==> src/rtl/sprite_pkg.sv <==
// Shared types and default geometry for the sprite pipeline (sprite_movement / sprite_render).
package sprite_pkg;

  typedef logic [7:0] coord_t;

  typedef enum logic {
    IDLE = 1'b0,
    LOAD = 1'b1
  } load_state_t;

  localparam int SPRITE_WIDTH  = 8;
  localparam int SPRITE_HEIGHT = 12;
  localparam int SCALE_SHIFT   = 3;
  localparam int BEAM_W        = 10;

endpackage

==> src/rtl/sprite_render_if.sv <==
// Serial bitmap load channel: the master streams bits in, the renderer reports busy/done.
interface sprite_render_if;

  logic load_start;
  logic load_valid;
  logic load_bit;
  logic load_busy;
  logic load_done;

  modport master (
    output load_start,
    output load_valid,
    output load_bit,
    input  load_busy,
    input  load_done
  );

  modport slave (
    input  load_start,
    input  load_valid,
    input  load_bit,
    output load_busy,
    output load_done
  );

endinterface

==> src/rtl/sprite_bitmap.sv <==
// 1bpp sprite bitmap storage: a W*H shift register filled serially by a small load FSM.
// The first bit loaded ends up at index 0 (top-left), so bits shift in at the MSB.
module sprite_bitmap
  import sprite_pkg::*;
#(
  parameter int WIDTH  = sprite_pkg::SPRITE_WIDTH,
  parameter int HEIGHT = sprite_pkg::SPRITE_HEIGHT
) (
  input  logic                      clk,
  input  logic                      reset,
  input  logic                      load_start,
  input  logic                      load_valid,
  input  logic                      load_bit,
  output logic [WIDTH*HEIGHT-1:0]   bitmap,
  output logic                      busy,
  output logic                      done
);

  localparam int NBITS = WIDTH * HEIGHT;
  localparam int CNT_W = $clog2(NBITS);

  load_state_t        state_q, state_d;
  logic [CNT_W-1:0]   count_q, count_d;
  logic [NBITS-1:0]   shift_q, shift_d;
  logic               done_q,  done_d;

  // Next-state logic: a start (even mid-load) always restarts the count and drops any bit that cycle
  always_comb begin
    state_d = state_q;
    count_d = count_q;
    shift_d = shift_q;
    done_d  = 1'b0;
    if (load_start) begin
      state_d = LOAD;
      count_d = '0;
    end else if (state_q == LOAD && load_valid) begin
      shift_d = {load_bit, shift_q[NBITS-1:1]};
      if (count_q == CNT_W'(NBITS - 1)) begin
        state_d = IDLE;
        count_d = '0;
        done_d  = 1'b1;
      end else begin
        count_d = count_q + 1'b1;
      end
    end
  end

  // State, counter and bitmap registers; reset clears the bitmap and aborts any load
  always_ff @(posedge clk) begin
    if (reset) begin
      state_q <= IDLE;
      count_q <= '0;
      shift_q <= '0;
      done_q  <= 1'b0;
    end else begin
      state_q <= state_d;
      count_q <= count_d;
      shift_q <= shift_d;
      done_q  <= done_d;
    end
  end

  assign bitmap = shift_q;
  assign busy   = (state_q == LOAD);
  assign done   = done_q;

endmodule

==> src/rtl/sprite_render.sv <==
// Per-pixel sprite overlay: maps the VGA beam onto the coarse grid, tests it against the
// sprite bounding box and looks up the bitmap bit. Two register stages, beam-to-output N+2.
module sprite_render
  import sprite_pkg::*;
#(
  parameter int SPRITE_WIDTH  = sprite_pkg::SPRITE_WIDTH,
  parameter int SPRITE_HEIGHT = sprite_pkg::SPRITE_HEIGHT,
  parameter int SCALE_SHIFT   = sprite_pkg::SCALE_SHIFT,
  parameter int BEAM_W        = sprite_pkg::BEAM_W
) (
  input  logic               clk,
  input  logic               reset,
  input  logic [BEAM_W-1:0]  counter_h,
  input  logic [BEAM_W-1:0]  counter_v,
  input  logic               display_on,
  input  coord_t             sprite_x,
  input  coord_t             sprite_y,
  sprite_render_if.slave     load_if,
  output logic               in_box,
  output logic               pixel_on
);

  localparam int NBITS = SPRITE_WIDTH * SPRITE_HEIGHT;
  localparam int IDX_W = $clog2(NBITS);

  logic [NBITS-1:0] bitmap;
  logic             busy_w;
  logic             done_w;

  sprite_bitmap #(
    .WIDTH  (SPRITE_WIDTH),
    .HEIGHT (SPRITE_HEIGHT)
  ) u_bitmap (
    .clk        (clk),
    .reset      (reset),
    .load_start (load_if.load_start),
    .load_valid (load_if.load_valid),
    .load_bit   (load_if.load_bit),
    .bitmap     (bitmap),
    .busy       (busy_w),
    .done       (done_w)
  );

  assign load_if.load_busy = busy_w;
  assign load_if.load_done = done_w;

  coord_t       xs, ys;
  logic         hit_x, hit_y;
  logic [15:0]  pix_idx;
  logic         pix_bit;

  logic         box_q,      box_d;
  coord_t       dx_q,       dx_d;
  coord_t       dy_q,       dy_d;
  logic         in_box_q,   in_box_d;
  logic         pixel_on_q, pixel_on_d;

  // Box test uses 9-bit sums so a sprite near coarse 255 clips instead of wrapping to 0
  always_comb begin
    xs      = coord_t'(counter_h >> SCALE_SHIFT);
    ys      = coord_t'(counter_v >> SCALE_SHIFT);
    hit_x   = (xs >= sprite_x) && ({1'b0, xs} < ({1'b0, sprite_x} + 9'(SPRITE_WIDTH)));
    hit_y   = (ys >= sprite_y) && ({1'b0, ys} < ({1'b0, sprite_y} + 9'(SPRITE_HEIGHT)));
    box_d   = hit_x & hit_y & display_on;
    dx_d    = xs - sprite_x;
    dy_d    = ys - sprite_y;
    pix_idx = 16'(dy_q) * 16'(SPRITE_WIDTH) + 16'(dx_q);
    pix_bit = (pix_idx < 16'(NBITS)) ? bitmap[pix_idx[IDX_W-1:0]] : 1'b0;
    in_box_d   = box_q;
    pixel_on_d = box_q & pix_bit & ~busy_w;
  end

  // Beam pipeline registers; the half-loaded bitmap is hidden while a load is running
  always_ff @(posedge clk) begin
    if (reset) begin
      box_q      <= 1'b0;
      dx_q       <= '0;
      dy_q       <= '0;
      in_box_q   <= 1'b0;
      pixel_on_q <= 1'b0;
    end else begin
      box_q      <= box_d;
      dx_q       <= dx_d;
      dy_q       <= dy_d;
      in_box_q   <= in_box_d;
      pixel_on_q <= pixel_on_d;
    end
  end

  assign in_box   = in_box_q;
  assign pixel_on = pixel_on_q;

endmodule
==> src/flat_wrapper.sv <==
// flat-port wrapper written by rule: the top's interface ports become plain ports
module sprite_render_flat import sprite_pkg::*;
#(
  parameter int SPRITE_WIDTH  = sprite_pkg::SPRITE_WIDTH,
  parameter int SPRITE_HEIGHT = sprite_pkg::SPRITE_HEIGHT,
  parameter int SCALE_SHIFT   = sprite_pkg::SCALE_SHIFT,
  parameter int BEAM_W        = sprite_pkg::BEAM_W
)
  (clk, reset, counter_h, counter_v, display_on, sprite_x, sprite_y, in_box, pixel_on, load_if_load_start, load_if_load_valid, load_if_load_bit, load_if_load_busy, load_if_load_done);
  sprite_render_if load_if_i ();
  input  logic clk;
  input  logic reset;
  input  logic [BEAM_W-1:0] counter_h;
  input  logic [BEAM_W-1:0] counter_v;
  input  logic display_on;
  input  coord_t sprite_x;
  input  coord_t sprite_y;
  output logic in_box;
  output logic pixel_on;
  input wire logic [$bits(load_if_i.load_start)-1:0] load_if_load_start;
  input wire logic [$bits(load_if_i.load_valid)-1:0] load_if_load_valid;
  input wire logic [$bits(load_if_i.load_bit)-1:0] load_if_load_bit;
  output wire logic [$bits(load_if_i.load_busy)-1:0] load_if_load_busy;
  output wire logic [$bits(load_if_i.load_done)-1:0] load_if_load_done;
  assign load_if_i.load_start = load_if_load_start;
  assign load_if_i.load_valid = load_if_load_valid;
  assign load_if_i.load_bit = load_if_load_bit;
  assign load_if_load_busy = load_if_i.load_busy;
  assign load_if_load_done = load_if_i.load_done;
  sprite_render #(.SPRITE_WIDTH(SPRITE_WIDTH), .SPRITE_HEIGHT(SPRITE_HEIGHT), .SCALE_SHIFT(SCALE_SHIFT), .BEAM_W(BEAM_W)) u_core (.clk(clk), .reset(reset), .counter_h(counter_h), .counter_v(counter_v), .display_on(display_on), .sprite_x(sprite_x), .sprite_y(sprite_y), .load_if(load_if_i), .in_box(in_box), .pixel_on(pixel_on));
endmodule
==> config.mk <==
export PLATFORM = sky130hd
export DESIGN_NAME = sprite_render_flat
export DESIGN_NICKNAME = d
export VERILOG_FILES = /design/src/rtl/sprite_pkg.sv /design/src/rtl/sprite_render_if.sv /design/src/rtl/sprite_bitmap.sv /design/src/rtl/sprite_render.sv /design/src/flat_wrapper.sv
export SDC_FILE = /design/constraint.sdc
export NUM_CORES = 1
export LEC_CHECK = 0
export CAP_MARGIN = 15
export CORE_ASPECT_RATIO = 1.4
export CORE_UTILIZATION = 30
export DETAILED_ROUTE_END_ITERATION = 12
export PLACE_DENSITY_LB_ADDON = 0.15
export REMOVE_ABC_BUFFERS = 1
export SYNTH_ARGS = -nofsm -noshare
export SYNTH_HDL_FRONTEND = slang
export SYNTH_SLANG_ARGS = --single-unit
==> constraint.sdc <==
create_clock -name clk -period 5.2 [get_ports clk]
set_clock_uncertainty 0.05 [all_clocks]
set_input_delay 1.56 -clock clk [delete_from_list [all_inputs] [get_ports clk]]
set_output_delay 1.56 -clock clk [all_outputs]
set_load 0.01 [all_outputs]
==> metrics.sh <==
NUMBER_OF_FLOPS_MAPPED_TO_ENABLE_CELLS_BY_YOSYS=0
ARRIVAL_PS=3720
ROUTE.VIAS.TOTAL=4773
ANTENNA_VIOLATIONS_BEFORE_REPAIR=0
MULTI_INPUT_AREA_SQ_UM=3250
CP_NUM_BUF_INV=2
ASYNCSETRESETFLOPFRACSYNTH_PCT=0
CTS_RESIZED=0
CRITICALPATHCATEGORY='in -> reg'
LEAK_nW=2.52
WORSTPATHREQUIRED_PS=5430
SETUP-VIOLATIONS-FINAL=0
TIMING_HOLD_VIOLATIONS_FINAL=0
PLACE_HPWL_MICRONS=8680
FIRST_GLOBAL_VIAS=4669
CRITICAL_PATH_CELL_SEQUENCE='clkdlybuf4s50_1 > inv_1 > ha_1 > nor2b_1 > o21ai_0 > nand2b_1 > a21o_1 > a21o_1 > o311ai_0 > nor4bb_1'
WORST_SKEW_PAIR_LATER_PIN_LATENCY_PS=410
SETUP_REPAIR_AFTER_GLOBAL_ROUTING_MISSED_ITS_MARGIN='false'
COMMONEST_CELLS_AFTER_ROUTING_FILL_AND_TAPS_ASIDE='200 x sky130_fd_sc_hd__nand2_1, 124 x sky130_fd_sc_hd__dfxtp_1, 106 x sky130_fd_sc_hd__a21oi_1, 38 x sky130_fd_sc_hd__clkdlybuf4s50_1'
GPL.FINAL_WEIGHTED_CONGESTION=0.726
DETAIL_ROUTE.DRC_VIOLATIONS=0
FINALMAXSLEWVIOLATIONS=0
SETUP.WORST_PATH.END_CLASS='flop'
CTS.CLK_SLEW.WORST_PATHS_PS=60
NUM-NETS-FINAL=798
SETUP-TNS-FINAL_PS=0
SYNTH_AREA_PER_CELL_SQ_UM=8.55
CTS_POST_SETUP_BUFFERS_INSERTED=0
GR-TOTAL-OVERFLOW=0
DRT_PRE_ANTENNA_ITERS=5
LAYOUT_WORST_PATH_CYCLE_SHARE_PCT=67.2
WORST_PATH_DOMINANT_CELL_FAMILY='compound AO/OA/AOI/OAI gates'
SYNTH-WARNING-COUNT=0
CTS_HOLD_BUF=0
FLOORPLAN.ROWS=60
FLOORPLAN.DIE.WIDTH_MICRONS=122
CTS-ROOT-BUF='sky130_fd_sc_hd__clkbuf_16'
P_PER_AREA_nW_PER_UM2=344
DRT_ITER0_DRC=222
CLOCK_TREE_FROM_TRITONCTS='yes'
LAYOUT.AREA.SEQ_SQ_UM=2480
CRITPATHMAXFANOUT=5
YOSYSSEQAREASHARE_PCT=41.3
SLEW-LIMIT-HEADROOM_PCT=25.0
MAX_FREQ_MHz=286
DRT-TOTAL-WL_MICRONS=13000
NETLIST.AREA_LEADER.SHARE_PCT=41.3
GRT_START_MAX_NET_PINS=105
FINAL_PERIOD_MINUS_WORST_SETUP_SLACK_PS=3490
CORE_SQ_UM=19400
ROUTE.DETAILED.VIAS_PER_INST=4.86
FLOORPLAN.IO_PINS=46
CTS_MADE_BUFFERS=17
DETAIL-ROUTE-ANTENNA-NETS=0
TIMING.MAX_CAP.VIOLATIONS=0
DIE_HEIGHT_MICRONS=169
DIEAREA_SQ_UM=20600
SYNTHESIS.INSTANCES=703
INSERTEDDIODECOUNT=0
DRIVE_GT1_SHARE_PCT=9.12
CTS_MAX_LEVEL=4
CLKSINKCOUNT=124
IR_DROP_mV=0.189
SYNTH_TOP_CELL_BY_AREA='sky130_fd_sc_hd__dfxtp_1'
AREA_GROWTH_PCT=19.3
SETUP.WORST_PATH.START_CLASS='primary input'
SYNTH.CELL_AREA_SQ_UM=6010
N_FILL_CELL=1988
GLOBALROUTETOTALUTIL_PCT=13.6
FINAL.SETUP.WORST_SLACK_PS=1710
CRITICAL-PATH-TOP-CELL-BY-COUNT='sky130_fd_sc_hd__a21o_1'
WORSTHOLDPATHTYPE='reg -> reg'
CRITICAL_PATH_S_LARGEST_STAGE_DELAY_PS=540
CRIT_SLOWEST_CELL='sky130_fd_sc_hd__clkdlybuf4s50_1'
GRT_PASS1_WL_MICRONS=22200
NETLIST_TOP_CELLS_AREA='sky130_fd_sc_hd__dfxtp_1 41%, sky130_fd_sc_hd__nand2_1 12%, sky130_fd_sc_hd__mux4_2 9.4%'
STATUS='finished, final reports clean'
PLACEMENT.IO_BUFFERS=39
CTS.PATH.MAX_BUFFERS=2
FINAL_COMMON_CELL='sky130_fd_sc_hd__nand2_1'
POSTSYNTH.TOPFLOPCELL='sky130_fd_sc_hd__dfxtp_1'
DRT-WIRELENGTH-PER-CELL_MICRONS=13.2
WORSTMARGINPINSLEW_PS=1120
POSTSYNTHREGISTERBITS=124
FLOORPLAN.INITIALDENSITY_PCT=30.9
YS_TYPES=44
DP_WORST_SETUP_SLACK_PS=1280
## power by group
group	total, W	internal [W]	leakage, nW	switching [W]
logic	0.000261	0.000121	1.22	0.000140
clock network	0.00122	0.000764	0.292	0.000453
registers	0.000987	0.000966	1.00	0.0000204
total	0.00246	0.00185	2.52	0.000614
## synth_stat cells, types with 4 or more instances
library cell / n
sky130_fd_sc_hd__nor2_1: 32
sky130_fd_sc_hd__xor2_1: 8
sky130_fd_sc_hd__o21ai_0: 9
sky130_fd_sc_hd__nand2b_1: 6
sky130_fd_sc_hd__nand3_1: 4
sky130_fd_sc_hd__nand2_1: 200
sky130_fd_sc_hd__buf_4: 4
sky130_fd_sc_hd__xnor2_1: 13
sky130_fd_sc_hd__dfxtp_1: 124
sky130_fd_sc_hd__mux2i_1: 8
sky130_fd_sc_hd__mux4_2: 25
sky130_fd_sc_hd__nor2b_1: 10
sky130_fd_sc_hd__a21oi_1: 106
sky130_fd_sc_hd__nand4_1: 5
sky130_fd_sc_hd__buf_1: 8
sky130_fd_sc_hd__nor3_1: 13
sky130_fd_sc_hd__o21a_1: 5
sky130_fd_sc_hd__a211oi_1: 5
sky130_fd_sc_hd__clkbuf_1: 30
sky130_fd_sc_hd__inv_1: 22
sky130_fd_sc_hd__ha_1: 31
sky130_fd_sc_hd__a21o_1: 5
## cell type report
cell class	instances	share of cell area (%)
sequential	124	34.6
clock inverter	14	2.56
timing repair buffer	45	6.04
multi-input combinational	512	45.3
clock buffer	18	5.98
tap	248	4.33
inverter	22	1.15
## per-layer routing
layer / global-route usage [%] / vias to the layer above / wire, microns
li1: - / 2430 / -
met1: 15.3 / 2254 / 5530
met2: 25.0 / 78 / 6970
met3: 2.25 / 11 / 335
met4: 5.48 / 0 / 184
met5: 0 / - / 0
## final timing paths
kind,startpoint,endpoint,slack [ps],cells after the start
max,sprite_y[2],u_core.box_q,1710,10
min,u_core.u_bitmap.bitmap[0],u_core.u_bitmap.bitmap[0],410,2
min reg2reg,u_core.u_bitmap.bitmap[0],u_core.u_bitmap.bitmap[0],410,2
max reg2reg,u_core.dx_q[2],u_core.pixel_on,2500,6
## worst reg2reg max path, stage by stage (launching register included)
cell,delay [ps]
sky130_fd_sc_hd__dfxtp_1,1060
sky130_fd_sc_hd__mux4_2,390
sky130_fd_sc_hd__nor2b_1,130
sky130_fd_sc_hd__a211oi_1,60
sky130_fd_sc_hd__a211oi_1,370
sky130_fd_sc_hd__nor4_1,110
sky130_fd_sc_hd__a2111oi_1,390
## flip-flops by register name, summed over array words and instances, names as in the netlist
signal / cells
u_core.box_q: 1
u_core.dx_q: 8
u_core.dy_q: 8
u_core.in_box: 1
u_core.pixel_on: 1
u_core.u_bitmap.bitmap: 96
u_core.u_bitmap.busy: 1
u_core.u_bitmap.count_q: 7
u_core.u_bitmap.done: 1
## metrics by stage
step / util, % / std cells / power [W] / hold WS [ps] / area, sq um
after floorplan: - / 658 / 0.00117 / 377 / 5810
after global placement: 33.7 / 951 / 0.00127 / 392 / 6560
after detailed placement: 33.7 / 951 / 0.00127 / 407 / 6560
after CTS: 36.9 / 983 / 0.00250 / 416 / 7170
after global routing: 36.9 / 983 / 0.00257 / 434 / 7170
final: 36.9 / 983 / 0.00246 / 410 / 7170
## kinds of logic after synthesis
family / share of synthesized area [%]
AND/OR/NAND/NOR: 19.7
AO/OA/AOI/OAI: 13.1
flip-flops: 41.3
buffers and inverters: 4.77
adder cells (fa/ha/maj): 7.45
multiplexers: 10.7
XOR/XNOR: 3.06
No activity file was read; power rests on OpenSTA's default activity.
